$ cat config.mk
export PLATFORM = sky130hd
export DESIGN_NAME = io_confirm_ctrl
export DESIGN_NICKNAME = d
export VERILOG_FILES = /design/src/rtl/io_confirm_ctrl.sv
export SDC_FILE = /design/constraint.sdc
export NUM_CORES = 1
export LEC_CHECK = 0
export BUFFER_PORTS_ARGS = -buffer_cell sky130_fd_sc_hd__buf_2
export CAP_MARGIN = 15
export CORE_ASPECT_RATIO = 0.6
export CORE_UTILIZATION = 40
export DETAILED_ROUTE_END_ITERATION = 8
export PLACE_DENSITY = 0.68
export SLEW_MARGIN = 10
export SYNTH_ARGS = -nofsm -noshare
export SYNTH_HDL_FRONTEND = slang
export SYNTH_SLANG_ARGS = --single-unit
$ cat constraint.sdc
create_clock -name clk -period 5.62 [get_ports clk]
set_input_delay 0.281 -clock clk [delete_from_list [all_inputs] [get_ports clk]]
set_output_delay 0.281 -clock clk [all_outputs]
set_load 0.02 [all_outputs]
$ cat src/rtl/io_confirm_ctrl.sv
// -----------------------------------------------------------------------------
// io_confirm_ctrl
//
// Board-I/O front end for the CPU. An input request stalls the CPU until the
// operator gives a fresh press of the confirm button. The switches are then
// captured, zero- or sign-extended to CPU width and returned with a one-cycle
// valid pulse. Independently, a CPU-written output value is held for display.
//
// Ports:
//   clk       in   system clock
//   rst       in   asynchronous, active-high reset
//   confirm   in   raw, asynchronous, bouncing push-button
//   din       in   raw switch inputs (DIN_W), quasi-static
//   rd_req    in   CPU input request, only accepted in IDLE
//   rd_sext   in   extension mode latched with rd_req (1 = sign, 0 = zero)
//   stall     out  CPU hold while an input request is outstanding
//   rd_valid  out  one-cycle pulse: rd_data holds a new capture
//   rd_data   out  last captured, extended switch value (DOUT_W)
//   wr_en     in   CPU output write strobe
//   wr_data   in   CPU output value (DOUT_W)
//   dout      out  registered output value (DOUT_W)
// -----------------------------------------------------------------------------
module io_confirm_ctrl #(
   parameter int DIN_W      = 16,
   parameter int DOUT_W     = 32,
   parameter int DEB_CYCLES = 1000000
) (
   input  logic              clk,
   input  logic              rst,
   input  logic              confirm,
   input  logic [DIN_W-1:0]  din,
   input  logic              rd_req,
   input  logic              rd_sext,
   output logic              stall,
   output logic              rd_valid,
   output logic [DOUT_W-1:0] rd_data,
   input  logic              wr_en,
   input  logic [DOUT_W-1:0] wr_data,
   output logic [DOUT_W-1:0] dout
);

   localparam int CNT_W = $clog2(DEB_CYCLES + 1);
   localparam logic [CNT_W-1:0] CNT_LAST = CNT_W'(DEB_CYCLES - 1);

   typedef enum logic [1:0] {
      IDLE       = 2'd0,
      WAIT_REL   = 2'd1,
      WAIT_PRESS = 2'd2,
      DONE       = 2'd3
   } state_t;

   // Widen the captured switches; the upper bits are either zero or copies
   // of the switch MSB. When DIN_W == DOUT_W the value passes unchanged.
   function automatic logic [DOUT_W-1:0] extend_din(input logic [DIN_W-1:0] v,
                                                    input logic sext);
      logic [DOUT_W-1:0] r;
      r = {DOUT_W{sext & v[DIN_W-1]}};
      r[DIN_W-1:0] = v;
      return r;
   endfunction

   logic              sync1_r;
   logic              sync2_r;
   logic [DIN_W-1:0]  din_r;
   logic [CNT_W-1:0]  cnt_r;
   logic              db_r;
   logic              db_q_r;
   logic              mode_r;
   logic              rd_valid_r;
   logic [DOUT_W-1:0] rd_data_r;
   logic [DOUT_W-1:0] dout_r;
   state_t            state_r;
   state_t            state_s;
   logic              press_s;
   logic              latch_mode_s;
   logic              capture_s;
   logic              stall_s;

   // Two-flop synchroniser for the button and a single register stage for the switches.
   always_ff @(posedge clk or posedge rst) begin
      if (rst) begin
         sync1_r <= 1'b0;
         sync2_r <= 1'b0;
         din_r   <= '0;
      end else begin
         sync1_r <= confirm;
         sync2_r <= sync1_r;
         din_r   <= din;
      end
   end

   // Debounce: db follows sync2 only after DEB_CYCLES consecutive differing
   // cycles; any return to equality restarts the count.
   always_ff @(posedge clk or posedge rst) begin
      if (rst) begin
         cnt_r  <= '0;
         db_r   <= 1'b0;
         db_q_r <= 1'b0;
      end else begin
         db_q_r <= db_r;
         if (sync2_r == db_r) begin
            cnt_r <= '0;
         end else if (cnt_r == CNT_LAST) begin
            db_r  <= sync2_r;
            cnt_r <= '0;
         end else begin
            cnt_r <= cnt_r + CNT_W'(1);
         end
      end
   end

   assign press_s = db_r & ~db_q_r;

   // FSM next-state and control decode.
   always_comb begin
      state_s      = state_r;
      latch_mode_s = 1'b0;
      capture_s    = 1'b0;
      stall_s      = 1'b0;
      case (state_r)
         IDLE: begin
            if (rd_req) begin
               latch_mode_s = 1'b1;
               stall_s      = 1'b1;
               // A button already down at request time must be released first.
               if (db_r) begin
                  state_s = WAIT_REL;
               end else begin
                  state_s = WAIT_PRESS;
               end
            end else begin
               state_s = IDLE;
            end
         end
         WAIT_REL: begin
            stall_s = 1'b1;
            if (!db_r) begin
               state_s = WAIT_PRESS;
            end else begin
               state_s = WAIT_REL;
            end
         end
         WAIT_PRESS: begin
            stall_s = 1'b1;
            if (press_s) begin
               capture_s = 1'b1;
               state_s   = DONE;
            end else begin
               state_s = WAIT_PRESS;
            end
         end
         DONE: begin
            state_s = IDLE;
         end
         default: begin
            state_s = IDLE;
         end
      endcase
   end

   // FSM state, latched extension mode and registered read outputs.
   // rd_valid is set on the capture edge so it is high exactly while in DONE.
   always_ff @(posedge clk or posedge rst) begin
      if (rst) begin
         state_r    <= IDLE;
         mode_r     <= 1'b0;
         rd_valid_r <= 1'b0;
         rd_data_r  <= '0;
      end else begin
         state_r    <= state_s;
         rd_valid_r <= capture_s;
         if (latch_mode_s) begin
            mode_r <= rd_sext;
         end
         if (capture_s) begin
            rd_data_r <= extend_din(din_r, mode_r);
         end
      end
   end

   // Output display register, independent of the read FSM.
   always_ff @(posedge clk or posedge rst) begin
      if (rst) begin
         dout_r <= '0;
      end else if (wr_en) begin
         dout_r <= wr_data;
      end
   end

   // stall is combinational so the CPU holds on the request cycle itself.
   assign stall    = stall_s;
   assign rd_valid = rd_valid_r;
   assign rd_data  = rd_data_r;
   assign dout     = dout_r;

endmodule

==> impl_results.md, run 1 <==
* First-pass GRT wire length at 11300 um
* Final ANT Viol Nets at 0
* DRT iter0 DRCs at 89
* GPL Wtd Cong at 0.817
* Fmax at 0.467 GHz
* Area grow syn2layout at 26.0%
* Total power density per cell area at 341 nW/um^2
* Per-cell routed wire length at 13.4 um
* WP data arrival at 2.36 ns
* Async set or reset register ratio after synthesis at 100%
* CP Launch Type: flop
* CTS sink cnt at 93
* Final slew viol count at 0
* Chip height at 76.3 um
* Register area share after synthesis at 63.3%
* Mapped Area at 3680 sq um
* Vias in the first global route at 2326
* Share of layout cells above drive strength 1 at 49.7%
* Ys flop type: dfrtp_1
* GRT Total Usage at 15.1%
* Clock Skew at 0.00968 ns
* Depth of the CTS H-tree at 3
* Max_slew headroom at 38.3%
* Register bit total from synthesis at 93
* FP Rows at 26
* Count leader, synth: dfrtp_1
* Post-synth top area share at 63.3%
* Largest net degree at the start of global routing at 75
* Die Wd at 126 um
* Mapped Cells at 269
* CP max-delay cell: or4_1
* Dominant cells by area after synthesis: dfrtp_1 (63%), mux2_2 (15%), xnor2_1 (3.3%)
* Status: finished clean
* RSZ-0062 raised after global routing: no
* IO Count at 120
* Maxcap violations at 0
* Root Buffer: clkbuf_16
* CP max FO at 5
* Yosys top cell by area: dfrtp_1
* Crit-path cells: or4_1 -> or4_4 -> nor2_2 -> mux2_2
* CTS buffer count at 9
* Final WS setup at 3.48 ns
* DRC violations left at 0
* Period utilization at 38.1%
* Clk pin slew, worst setup/hold paths at 0.06 ns
* CP Class: flop to flop
* Initial Utilization at 42.2%
* Pre-CTS WS at 3.48 ns
* Worst VDD drop at 0.169 mV
* Min Tclk post-route at 2.14 ns
* Setup_tns at 0 ns
* Unique masters post-synth at 29
* CTS tree: done
* Post-Route WL at 6630 um
* Post-detail-place hpwl at 4600 um
* Nets at 439
* Port-buffer cells at 119
* EDFF count, synth at 0
* Total congestion overflow at 0
* YS warnings at 0
* Leading cell types by count after synthesis: dfrtp_1 (93), mux2_2 (50), nor2_1 (22)
* Measured slew at the worst slew-check pin at 0.926 ns
* Core box area at 8720 sq um
* Worst skew pair latency at 0.34 ns
* Worst hold path type: input port to flop
* Vias/cell at 4.79
* Leak at 2.29 nW
* Req. time, crit path at 5.84 ns
* Tot Pwr at 0.00158 W
* Drt first pass iters at 4
* Final Hold Fails at 0
* Initial antenna violation count at 0
* Syn_area_per_cell at 13.7 sq um
* Via count at 2378
* N_diodes at 0
* Net Count, Synth at 329
* Clock Tree Buf Depth at 2
* Slowest stage delay, CP at 0.53 ns
* Setup-failing EPs final at 0
* Die area at 9590 sq um
* Setup crit end kind: flop
-- critical path, delay by kind of cell (launching register included) --
family | cells | cell delay, ns
flip-flops | 1 | 0.43
AND/OR/NAND/NOR | 3 | 1.24
multiplexers | 1 | 0.35
-- layout make-up --
cell class | count | area (sq um)
clock buffers | 10 | 239
clock inverters | 6 | 110
fillers | 735 | 4080
inverters | 11 | 42.5
multi-input cells | 143 | 1160
flip-flops and latches | 93 | 2330
well taps | 112 | 140
repair buffers | 121 | 613
-- repair_timing --
action | 4_1_cts | 5_1_grt
resized for setup | 0 | 0
hold buffers | 1 | 0
buffers inserted | 0 | 0
hold endpoints to repair | 19 | 0
-- layer usage --
layer	vias to the layer above	global-route usage, %	routed length (um)
li1	1118	-	-
met3	7	5.76	464
met1	1156	20.7	3180
met2	97	21.4	2900
met4	0	5.90	81
met5	-	0	0
-- state kept, by name, summed over array words and instances, names as in the netlist --
| signal | cells |
|---|---|
| cnt_r | 20 |
| rd_valid | 1 |
| din_r | 16 |
| sync1_r | 1 |
| db_q_r | 1 |
| state_r | 2 |
| dout | 32 |
| rd_data | 17 |
| mode_r | 1 |
| db_r | 1 |
| sync2_r | 1 |
-- through the flow --
stage	hold slack [ns]	cells	instance area, sq um	utilization, %
after detailed placement	0.250	479	4280	49.0
after floorplan	0.312	269	3680	-
after global routing	0.0254	496	4630	53.2
final	0.0431	496	4630	53.2
after global placement	0.251	479	4280	49.0
after CTS	0.0304	496	4630	53.2
-- logic make-up after synthesis --
group / after synthesis / share of synthesized area [%]
multiplexers: 53 / 16.1
flip-flops: 93 / 63.3
adder cells (fa/ha/maj): 6 / 2.04
AO/OA/AOI/OAI: 9 / 1.70
XOR/XNOR: 16 / 3.81
AND/OR/NAND/NOR: 59 / 7.93
buffers and inverters: 33 / 5.10
-- where the power goes --
part	switching, W	internal [W]	total (W)
sequential	0.0000182	0.000708	0.000726
combinational	0.0000940	0.0000705	0.000164
clock	0.000246	0.000446	0.000691
-- cells in the final DEF (no fill, tap or decap), types with 2 or more instances in the layout --
| master | Yosys | layout |
|---|---|---|
| xnor2_1 | 14 | 14 |
| clkbuf_16 | 0 | 9 |
| ha_1 | 6 | 6 |
| nor3_1 | 5 | 5 |
| a21oi_1 | 2 | 2 |
| o21ai_0 | 3 | 3 |
| inv_1 | 11 | 10 |
| clkinvlp_4 | 0 | 2 |
| nor4_1 | 6 | 6 |
| xor2_1 | 2 | 2 |
| mux2_2 | 50 | 50 |
| clkinv_2 | 0 | 2 |
| nand2_1 | 8 | 8 |
| mux2i_1 | 3 | 3 |
| nor2_1 | 22 | 22 |
| nand3_1 | 6 | 6 |
| nand4_1 | 5 | 5 |
| bufinv_16 | 0 | 3 |
| o22ai_1 | 2 | 2 |
| buf_2 | 0 | 119 |
| dfrtp_1 | 93 | 93 |
-- path summary, 6_finish.rpt --
kind,start,endpoint,slack [ns],depth (start not counted)
setup / recovery,cnt_r[12],db_r,3.48,4
hold / removal,din[10],din_r[10],0.04,1
setup reg to reg,cnt_r[12],db_r,3.48,4
hold reg to reg,sync1_r,sync2_r,0.35,0
max in group asynchronous,rst,din_r[12],3.96,4
min in group asynchronous,rst,dout[3],0.44,3
Note: power is estimated with default switching activity, not from simulation.
==> inputs of run 2 (changes only) <==
--- a/config.mk
+++ b/config.mk
@@ -10,7 +10,7 @@
 export CORE_ASPECT_RATIO = 0.6
 export CORE_UTILIZATION = 40
 export DETAILED_ROUTE_END_ITERATION = 8
-export PLACE_DENSITY = 0.68
+export PLACE_DENSITY = 0.71
 export SLEW_MARGIN = 10
 export SYNTH_ARGS = -nofsm -noshare
 export SYNTH_HDL_FRONTEND = slang
==> constraint.sdc (replaced) <==
create_clock -name clk -period 1.7 [get_ports clk]
set_input_delay 0.085 -clock clk [delete_from_list [all_inputs] [get_ports clk]]
set_output_delay 0.085 -clock clk [all_outputs]
set_load 0.02 [all_outputs]
==> impl_results.md, run 2 (same netlist as run 1, synthesis figures left out) <==
* Reg2Reg Setup Slack at -0.22 ns (-3.70 ns)
* Core box area at 8720 sq um (unchanged)
* Total power density per cell area at 959 nW/um^2 (+180%)
* Max_slew headroom at 61.9% (+24 points)
* Status: complete, but fails checks
* CTS sink cnt at 93 (unchanged)
* Initial antenna violation count at 0 (unchanged)
* Commonest cells after routing, fill and taps aside: buf_2 (119), dfrtp_1 (93), dlygate4sd3_1 (51)
* Post-Route WL at 8150 um (+23%)
* Fin area at 5350 sq um (+15%)
* Via count at 2729 (+15%)
* Maxcap violations at 0 (unchanged)
* Worst VDD drop at 0.572 mV (+240%)
* Worst skew pair latency at 0.34 ns (about the same)
* Top Family by Delay on Critical Path: simple AND/OR/NAND/NOR gates
* Setup-failing EPs final at 20 (+20)
* CP Class: flop to flop
* Share of layout cells above drive strength 1 at 47.1% (-2.7 points)
* Final hold slack at 0.107 ns (+0.0638 ns)
* Die area at 9590 sq um (unchanged)
* IO Count at 120 (unchanged)
* FP Rows at 26 (unchanged)
* DRT iter0 DRCs at 136 (+53%)
* Slowest stage delay, CP at 0.53 ns (about the same)
* Drt first pass iters at 4 (unchanged)
* Chip height at 76.3 um (unchanged)
* Clk pin slew, worst setup/hold paths at 0.06 ns (about the same)
* RSZ-0062 raised after global routing: yes
* Worst Hold Launch: rd_req
* Largest net degree at the start of global routing at 33 (-56%)
* CP max FO at 2 (-3)
* N_diodes at 0 (unchanged)
* Clock Skew at 0.00588 ns (-0.00380 ns)
* Pre-CTS WS at -0.214 ns (-3.69 ns)
* Critical path origin: cnt_r[6]
* Clock Tree Buf Depth at 2 (unchanged)
* Die Wd at 126 um (unchanged)
* Final Hold Fails at 0 (unchanged)
* CP max-delay cell: or4_4
* Depth of the CTS H-tree at 3 (unchanged)
* Area grow syn2layout at 45.4%
* CTS buffer count at 9 (unchanged)
* Min Tclk post-route at 1.92 ns (-0.216 ns)
* CTS tree: done
* GRT Total Usage at 18.5% (+3.4 points)
* DRC violations left at 0 (unchanged)
* Fmax at 0.519 GHz (+11%)
* Cell Area, Placed at 4500 sq um (+5.2%)
* Initial Utilization at 42.2% (unchanged)
* Reg2reg start: cnt_r[6]
* Final core occ at 61.3% (+8.2 points)
* Max reg flops at 32 (unchanged)
* Setup crit end kind: flop
* Req. time, crit path at 1.92 ns (-3.92 ns)
* Failing checks: negative setup slack
* Buf/Inv on CP at 0 (unchanged)
* Most common cell after layout, fill and taps aside: buf_2
* Leak at 2.63 nW (+15%)
* Root Buffer: clkbuf_16
* CP Launch Type: flop
* Period utilization at 113% (+75 points)
* Final WS setup at -0.225 ns (-3.70 ns)
* Placed insts at 504 (+5.2%)
* Port-buffer cells at 119 (unchanged)
* Worst hold path type: input port to flop
* Final slew viol count at 0 (unchanged)
* First-pass GRT wire length at 13600 um (+20%)
* Measured slew at the worst slew-check pin at 0.570 ns (-0.356 ns)
* Final Non-Filler Cells at 573 (+16%)
* Vias/cell at 4.76 (-0.66%)
* GPL Wtd Cong at 0.857 (+4.8%)
* Total congestion overflow at 0 (unchanged)
* WP data arrival at 2.15 ns (-0.21 ns)
* Final ANT Viol Nets at 0 (unchanged)
* Post-detail-place hpwl at 5450 um (+18%)
* Vias in the first global route at 2824 (+21%)
* Nets at 516 (+18%)
* Crit-path cells: or4bb_1 -> or4_4 -> nor2_4 -> mux2_4
* Per-cell routed wire length at 14.2 um (+6.3%)
==> run 2: cell types whose count changed in the layout (fill, tap and decap cells not counted), moves of 2 or more <==
| cell | previous run | this run |
|---|---|---|
| dlygate4sd3_1 | 1 | 51 |
| buf_4 | 1 | 24 |
| buf_12 | 0 | 2 |
| buf_6 | 0 | 2 |
| bufinv_16 | 3 | 1 |
| clkbuf_1 | 0 | 2 |
| clkbuf_8 | 1 | 3 |
| clkinv_2 | 2 | 0 |
==> run 2: tightest hold or removal path, cell delays in order <==
cell	delay, ns
buf_2	0.11
nand2_1	0.07
mux2_2	0.15
==> run 2: power by group <==
part,switching (W),internal [W]
Sequential,0.0000641,0.00234
Combinational,0.000341,0.000327
Clock,0.000786,0.00127
==> run 2: area by class of cell <==
type | instances | area (sq um)
Fill cell | 689 | 3370
Clock inverter | 2 | 38.8
Inverter | 11 | 45.0
Multi-Input combinational cell | 143 | 1170
Tap cell | 112 | 140
Timing Repair Buffer | 198 | 1350
Clock buffer | 14 | 274
Sequential cell | 93 | 2330
==> run 2: path summary, 6_finish.rpt <==
| check | end | cells past startpoint |
|---|---|---|
| max reg2reg | db_r | 4 |
| min in group asynchronous | din_r[10] | 3 |
| min reg2reg | sync2_r | 0 |
| max in group asynchronous | rd_data[13] | 4 |
| min | mode_r | 3 |
| max | db_r | 4 |
==> run 2: layer usage <==
layer	GRT usage, %	up-vias	wire, um
li1	-	1273	-
met1	23.0	1341	3700
met2	29.5	98	3770
met3	5.97	17	488
met4	8.55	0	184
met5	0	-	0
==> run 2: through the flow <==
step                power, W  TNS, ns
finish               0.00513    -3.41
global route         0.00534    -4.81
CTS                  0.00519    -3.37
detailed placement   0.00302    -3.19
global placement     0.00300    -2.90
floorplan            0.00279    -3.15
==> run 2: repair_timing <==
item                                   CTS  global route
hold buffers                            51             0
buffers inserted                         0             2
endpoints found under the hold margin   71             0
resized for setup                        0             3
setup endpoints to repair               20            36
